File: src/rtl/stopwatch_pkg.sv
// ---------------------------------------------------------------------------
// stopwatch_pkg
// Shared types and helpers for the stopwatch controller slice.
//   sw_state_e  : controller FSM state, encoding visible on the state port
//   speed_t     : speed level, 0 (slowest) .. MAX_SPEED (fastest)
//   cmd_e       : the single button command acted on in a given cycle
//   BTN_*       : bit positions of the buttons inside the packed button vector
//   pick_cmd    : fixed-priority selection among the command buttons
//   next_speed  : saturating speed up/down step
// ---------------------------------------------------------------------------
package stopwatch_pkg;

    typedef enum logic [1:0] {
        ST_IDLE  = 2'd0,
        ST_RUN   = 2'd1,
        ST_PAUSE = 2'd2,
        ST_DONE  = 2'd3
    } sw_state_e;

    typedef logic [1:0] speed_t;

    localparam speed_t MAX_SPEED = 2'd3;

    typedef enum logic [2:0] {
        CMD_NONE    = 3'd0,
        CMD_RESET   = 3'd1,
        CMD_START   = 3'd2,
        CMD_REVERSE = 3'd3,
        CMD_ADD     = 3'd4,
        CMD_SUB     = 3'd5
    } cmd_e;

    // Button positions in the packed vector built by the top level.
    localparam int BTN_RESET   = 0;
    localparam int BTN_START   = 1;
    localparam int BTN_REVERSE = 2;
    localparam int BTN_ADD     = 3;
    localparam int BTN_SUB     = 4;
    localparam int BTN_UP      = 5;
    localparam int BTN_DOWN    = 6;
    localparam int NUM_BTNS    = 7;

    // Only one command per cycle; lower-priority presses are simply dropped.
    function automatic cmd_e pick_cmd(input logic rst_p,
                                      input logic start_p,
                                      input logic rev_p,
                                      input logic add_p,
                                      input logic sub_p);
        cmd_e c;
        if (rst_p)        c = CMD_RESET;
        else if (start_p) c = CMD_START;
        else if (rev_p)   c = CMD_REVERSE;
        else if (add_p)   c = CMD_ADD;
        else if (sub_p)   c = CMD_SUB;
        else              c = CMD_NONE;
        return c;
    endfunction

    // Up and down in the same cycle cancel; both ends saturate.
    function automatic speed_t next_speed(input speed_t cur,
                                          input logic   up,
                                          input logic   down);
        speed_t s;
        s = cur;
        if (up && !down && cur != MAX_SPEED) s = cur + 2'd1;
        if (down && !up && cur != 2'd0)      s = cur - 2'd1;
        return s;
    endfunction

endpackage

File: src/rtl/stopwatch_tick_prescaler.sv
// ---------------------------------------------------------------------------
// tick_prescaler
// Divides clk down to a single-cycle count-enable pulse for the stopwatch.
// The period is TICK_DIV >> speed_level cycles.
//
// All inputs are the controller's *next-cycle* values (what its registers
// are about to become), so tick_en lines up with the registered state:
// a tick can only be visible in a cycle whose state is RUN, and the cycle
// in which DONE is entered never carries a tick.
//
// Ports
//   clk         : system clock
//   RESET       : asynchronous active-high reset
//   run         : count this cycle (controller enters/stays in RUN)
//   clear       : restart the period (sw_clear pulse)
//   speed_level : speed for the coming cycle; a change restarts the period
//   tick_en     : registered count-enable pulse
// ---------------------------------------------------------------------------
module tick_prescaler
    import stopwatch_pkg::*;
#(
    parameter int TICK_DIV = 50_000_000
) (
    input  logic       clk,
    input  logic       RESET,
    input  logic       run,
    input  logic       clear,
    input  logic [1:0] speed_level,
    output logic       tick_en
);

    // Wide enough to hold TICK_DIV-1, the largest terminal count.
    localparam int CW = $clog2(TICK_DIV);

    logic [CW-1:0] cnt;
    logic [CW-1:0] term_cnt;
    speed_t        spd_q;

    assign term_cnt = CW'((TICK_DIV >> speed_level) - 1);

    always_ff @(posedge clk or posedge RESET) begin
        if (RESET) begin
            cnt     <= '0;
            tick_en <= 1'b0;
            spd_q   <= '0;
        end else begin
            spd_q <= speed_level;
            if (clear || (speed_level != spd_q)) begin
                cnt     <= '0;
                tick_en <= 1'b0;
            end else if (run) begin
                if (cnt == term_cnt) begin
                    cnt     <= '0;
                    tick_en <= 1'b1;
                end else begin
                    cnt     <= cnt + CW'(1);
                    tick_en <= 1'b0;
                end
            end else begin
                // PAUSE/IDLE/DONE: hold the partial count for a later resume.
                tick_en <= 1'b0;
            end
        end
    end

endmodule

File: src/rtl/stopwatch_controller.sv
// ---------------------------------------------------------------------------
// stopwatch_controller
// Button-driven control FSM for a stopwatch: start/pause, count direction,
// add/subtract/clear load pulses, speed selection and the count-enable tick.
//
// Ports
//   clk                      : system clock, rising edge
//   RESET                    : asynchronous active-high reset
//   btn_start .. btn_speed_down : debounced button levels
//   done_in                  : limit reached, from the stopwatch comparator
//   START                    : run enable, high exactly while state == RUN
//   REVERSE                  : count direction, 1 = down
//   sw_clear, ADD, SUBTRACT  : single-cycle load pulses
//   tick_en                  : single-cycle count enable (RUN only)
//   speed_level              : current speed 0..3
//   state                    : FSM state (IDLE=0 RUN=1 PAUSE=2 DONE=3)
//
// Every output is a register; a press sampled on one clock edge is answered
// by the outputs updated on that same edge (one cycle after the press).
// ---------------------------------------------------------------------------
module stopwatch_controller
    import stopwatch_pkg::*;
#(
    parameter int TICK_DIV = 50_000_000
) (
    input  logic       clk,
    input  logic       RESET,
    input  logic       btn_start,
    input  logic       btn_reset,
    input  logic       btn_reverse,
    input  logic       btn_add,
    input  logic       btn_sub,
    input  logic       btn_speed_up,
    input  logic       btn_speed_down,
    input  logic       done_in,
    output logic       START,
    output logic       REVERSE,
    output logic       sw_clear,
    output logic       ADD,
    output logic       SUBTRACT,
    output logic       tick_en,
    output logic [1:0] speed_level,
    output logic [1:0] state
);

    logic [NUM_BTNS-1:0] btn_now;
    logic [NUM_BTNS-1:0] btn_q;
    logic [NUM_BTNS-1:0] press;

    sw_state_e st, st_d;
    cmd_e      cmd;
    logic      rev_d, clr_d, add_d, sub_d;
    speed_t    spd_d;

    assign btn_now = {btn_speed_down, btn_speed_up, btn_sub, btn_add,
                      btn_reverse, btn_start, btn_reset};

    // Rising edges only; btn_q resets high so a button held through reset
    // release is not seen as a press.
    assign press = btn_now & ~btn_q;

    assign cmd = pick_cmd(press[BTN_RESET], press[BTN_START], press[BTN_REVERSE],
                          press[BTN_ADD], press[BTN_SUB]);

    assign state = st;

    // Next-value decode. Kept separate from the register block so the
    // prescaler can be fed the same next values the outputs are about to take.
    always_comb begin
        st_d  = st;
        rev_d = REVERSE;
        clr_d = 1'b0;
        add_d = 1'b0;
        sub_d = 1'b0;
        spd_d = next_speed(speed_level, press[BTN_UP], press[BTN_DOWN]);

        unique case (st)
            ST_IDLE, ST_PAUSE: begin
                unique case (cmd)
                    CMD_RESET: begin
                        clr_d = 1'b1;
                        st_d  = ST_IDLE;
                    end
                    // From PAUSE a start only resumes while the limit is clear.
                    CMD_START:   if (st == ST_IDLE || !done_in) st_d = ST_RUN;
                    CMD_REVERSE: rev_d = ~REVERSE;
                    CMD_ADD:     add_d = 1'b1;
                    CMD_SUB:     sub_d = 1'b1;
                    default: ;
                endcase
            end
            ST_RUN: begin
                // Limit reached outranks every button, reset included.
                if (done_in) begin
                    st_d = ST_DONE;
                end else if (cmd == CMD_RESET) begin
                    clr_d = 1'b1;
                    st_d  = ST_IDLE;
                end else if (cmd == CMD_START) begin
                    st_d = ST_PAUSE;
                end
            end
            ST_DONE: begin
                if (cmd == CMD_RESET) begin
                    clr_d = 1'b1;
                    st_d  = ST_IDLE;
                end
            end
            default: st_d = ST_IDLE;
        endcase
    end

    always_ff @(posedge clk or posedge RESET) begin
        if (RESET) begin
            st          <= ST_IDLE;
            START       <= 1'b0;
            REVERSE     <= 1'b0;
            sw_clear    <= 1'b0;
            ADD         <= 1'b0;
            SUBTRACT    <= 1'b0;
            speed_level <= '0;
            btn_q       <= '1;
        end else begin
            st          <= st_d;
            START       <= (st_d == ST_RUN);
            REVERSE     <= rev_d;
            sw_clear    <= clr_d;
            ADD         <= add_d;
            SUBTRACT    <= sub_d;
            speed_level <= spd_d;
            btn_q       <= btn_now;
        end
    end

    tick_prescaler #(
        .TICK_DIV (TICK_DIV)
    ) u_tick (
        .clk         (clk),
        .RESET       (RESET),
        .run         (st_d == ST_RUN),
        .clear       (clr_d),
        .speed_level (spd_d),
        .tick_en     (tick_en)
    );

endmodule

File: config.mk
export PLATFORM = sky130hd
export DESIGN_NAME = stopwatch_controller
export DESIGN_NICKNAME = d
export VERILOG_FILES = /design/src/rtl/stopwatch_pkg.sv /design/src/rtl/stopwatch_tick_prescaler.sv /design/src/rtl/stopwatch_controller.sv
export SDC_FILE = /design/constraint.sdc
export NUM_CORES = 1
export LEC_CHECK = 0
export ABC_AREA = 1
export ABC_CLOCK_PERIOD_IN_PS = 2800
export BUFFER_PORTS_ARGS = -buffer_cell sky130_fd_sc_hd__buf_2
export CORE_MARGIN = 8
export CORE_UTILIZATION = 60
export CTS_BUF_LIST = sky130_fd_sc_hd__clkbuf_16
export DETAILED_ROUTE_END_ITERATION = 16
export PLACE_DENSITY_LB_ADDON = 0.08
export SKIP_LAST_GASP = 1
export SLEW_MARGIN = 20
export SYNTH_ARGS = -nofsm -noshare
export SYNTH_HDL_FRONTEND = slang
export SYNTH_HIERARCHICAL = 1
export SYNTH_SLANG_ARGS = --single-unit
File: constraint.sdc
create_clock -name clk -period 2.8 [get_ports clk]
set_input_delay 0.56 -clock clk [delete_from_list [all_inputs] [get_ports clk]]
set_output_delay 0.56 -clock clk [all_outputs]
set_load 0.05 [all_outputs]
==> metrics.txt <==
Worst-path clk slew roughly 60 ps; Hold/Removal Path Class input port to async pin; Synth area leader dfrtp_1; chip height around 84 um; Worst EP arrival between 2000 and 3000 ps; CP Launch Type register; CP top delay family simple AND/OR/NAND/NOR gates; Setup TNS 0 ps; dpl cells roughly 460; area share of the largest cell type after synthesis between 30% and 40%; IO Port Bufs 19; pre-CTS WS ~34 ps; DIE AREA ~0.007 mm^2; core area 0.00441 mm^2; number of remaining DRC errors 0; Initial Utilization 62.9%; WP buf/inv 2; Layout Nets between 400 and 500; CP max stage cell dfrtp_2; # clock sinks 45; postcts setup bufs 0; Syn Nets just over 400; Final Cycle Share about 94%; RR Startpoint speed_level[0]; Cells after Synth ~390; Post-synth top flop dfrtp_1; DRT Pass-1 Iters 5; Syn Area/Cell about 7.1 um^2; Unique masters post-synth 30; via count 2539; number of global-route vias before repair between 2000 and 2500; total power 2.48 mW; # fillers 388; IO Pins 20; crit path from speed_level[0]; cell mode on critical path nand2_1; row count 24; Commonest cells post-synth nand2_1 (109), inv_1 (55), nor2_1 (54); CTS H-tree lvls 2; count leader, synth nand2_1; Crit. End Element register; Max-cap violations 0; global-route wire length before repair between 10 and 15 mm; DR WL/cell ~14 um; largest cells by area after synthesis dfrtp_1 (34%), nand2_1 (15%), inv_1 (7.4%); area grow syn2layout 13.1%; max incr delay on CP about 430 ps; Clk Latency, worst-skew pair ~280 ps; Max Clk Rate ~380 MHz; CTS tree yes; M3 GR Usage ~4.2%; Synth warnings 6; Yosys reg bits 45; Req. time, crit path about 3000 ps; final-report max-slew violation count 0; worst clock skew roughly 4.8 ps; critical path class register to register; Inserted Clock Buffers 5; CTS Buffer Depth 2; gr busiest metal met2; Hold Slack 340 ps; Final Hold Fails 0; PwrDens slightly below 800 mW/mm^2; worst setup margin about 180 ps; outcome complete, no violations; largest net degree at the start of global routing 30; Leak Pwr around 1.5 nW; antenna diode count 0; vias per cell 5.39; all-layer global routing usage between 10% and 20%; post-synthesis sequential area ratio approximately two fifths; total routed wirelength between 6 and 7 mm; initial drt markers 160; GRT overflow 0; Mapped Area roughly 0.0028 mm^2; Worst Max-Slew Pin Slew around 630 ps; M1 GR Usage roughly a quarter; gpl congestion 0.957; ANT nets after route 0; worst path cell trace ha_1 -> inv_1 -> nand3_1 -> nand2_1 -> nand3_1 -> nand2_2 -> nand2_2 -> ha_1 -> nand2_1 -> inv_1 -> nor2_1 -> nand2_1 -> nor2_1 -> nand2_1 -> nor2_4 -> nand3_4 -> nand2_8 -> nor2_1; share of cells above drive strength 1 between 10% and 20%; Post-synth EDFFs 0; met2 usage in global routing approximately 29%; clock root cell clkbuf_16; slew margin rel. between 50% and 60%; final setup vio count 0; non-filler cells, final roughly 470; die width ~84 um; crit path max fanout 5; DP Wirelength between 4 and 5 mm; Max IR drop VDD ~0.00047 V; initial antenna violation count 0; Period minus WS final between 2000 and 3000 ps; Post-synth ARST share between 90% and 100%
-- logic make-up (layout without fill, tap and decap cells) --
kind of cell	Yosys count	after routing	synth area share, %
buffers and inverters	70	95	10.2
adder cells (fa/ha/maj)	4	4	1.80
AND/OR/NAND/NOR	239	241	38.3
AO/OA/AOI/OAI	18	18	3.79
flip-flops	45	45	40.9
XOR/XNOR	16	16	5.05
-- per-layer routing --
metal | wire length [um] | part of all wire (%)
met5 | 0 | 0
met2 | 2980 | 46
met4 | 80 | 1.2
met3 | 404 | 6.2
met1 | 3010 | 46
-- final timing paths --
kind	endpoint	cells after the start	slack [ps]
worst max-delay path	u_tick/cnt[19]	18	180
worst min-delay path	u_tick/spd_q[1]	3	340
worst max register to register	u_tick/cnt[19]	18	180
worst min register to register	REVERSE	1	470
max in group asynchronous	speed_level[0]	2	2000
min in group clk	btn_q[5]	1	380
-- power by group --
part	internal, mW	switching, mW
registers	0.728	0.0528
clock network	0.327	0.240
logic	0.324	0.810
-- worst reg2reg max path, cell delays in order, from the launching register on --
cell	delay [ps]
dfrtp_2	430
ha_1	200
inv_1	70
nand3_1	130
nand2_1	80
nand3_1	70
nand2_2	110
nand2_2	110
ha_1	320
nand2_1	70
inv_1	40
nor2_1	90
nand2_1	70
nor2_1	90
nand2_1	90
nor2_4	140
nand3_4	190
nand2_8	160
nor2_1	70
-- through the flow --
step	utilization [%]	area, um^2
after floorplan	-	2780
after global placement	66.5	2940
after detailed placement	66.5	2940
after CTS	69.8	3080
after global routing	71.1	3140
final	71.1	3140
-- sequential cells by signal, summed over array words and instances (netlist names) --
| name | count |
|---|---|
| ADD | 1 |
| speed_level | 2 |
| u_tick/cnt | 26 |
| u_tick/tick_en | 1 |
| REVERSE | 1 |
| u_tick/spd_q | 2 |
| sw_clear | 1 |
| state | 2 |
| btn_q | 7 |
| SUBTRACT | 1 |
| START | 1 |
-- area by class of cell --
cell class / count / area, um^2 / share of cell area (%)
Multi-Input combinational cell: 279 / 1420 / 45.2
Clock inverter: 3 / 18.8 / 0.598
Inverter: 61 / 229 / 7.29
Sequential cell: 45 / 1140 / 36.2
Clock buffer: 5 / 125 / 3.98
Timing Repair Buffer: 26 / 148 / 4.70
Tap cell: 52 / 65.1 / 2.07
-- placed cells by master, fill, tap and decap left out, drive strengths merged --
| cell type | instances |
|---|---|
| o211ai | 1 |
| o21bai | 2 |
| xnor2 | 4 |
| clkbuf | 5 |
| or2 | 1 |
| buf | 26 |
| ha | 4 |
| o21ai | 12 |
| xor2 | 12 |
| clkinvlp | 2 |
| a21oi | 3 |
| nand2 | 116 |
| nand4 | 11 |
| nor2 | 62 |
| clkinv | 2 |
| inv | 60 |
| nor3 | 6 |
| nand3 | 43 |
| nand3b | 2 |
| dfrtp | 38 |
| dfstp | 7 |
-- timing repair --
item                                    4_1_cts  5_1_grt
endpoints found under the setup margin        0       26
hold buffers                                  0        0
resized for setup                             0        8
Note: power is estimated with default switching activity, not from simulation.
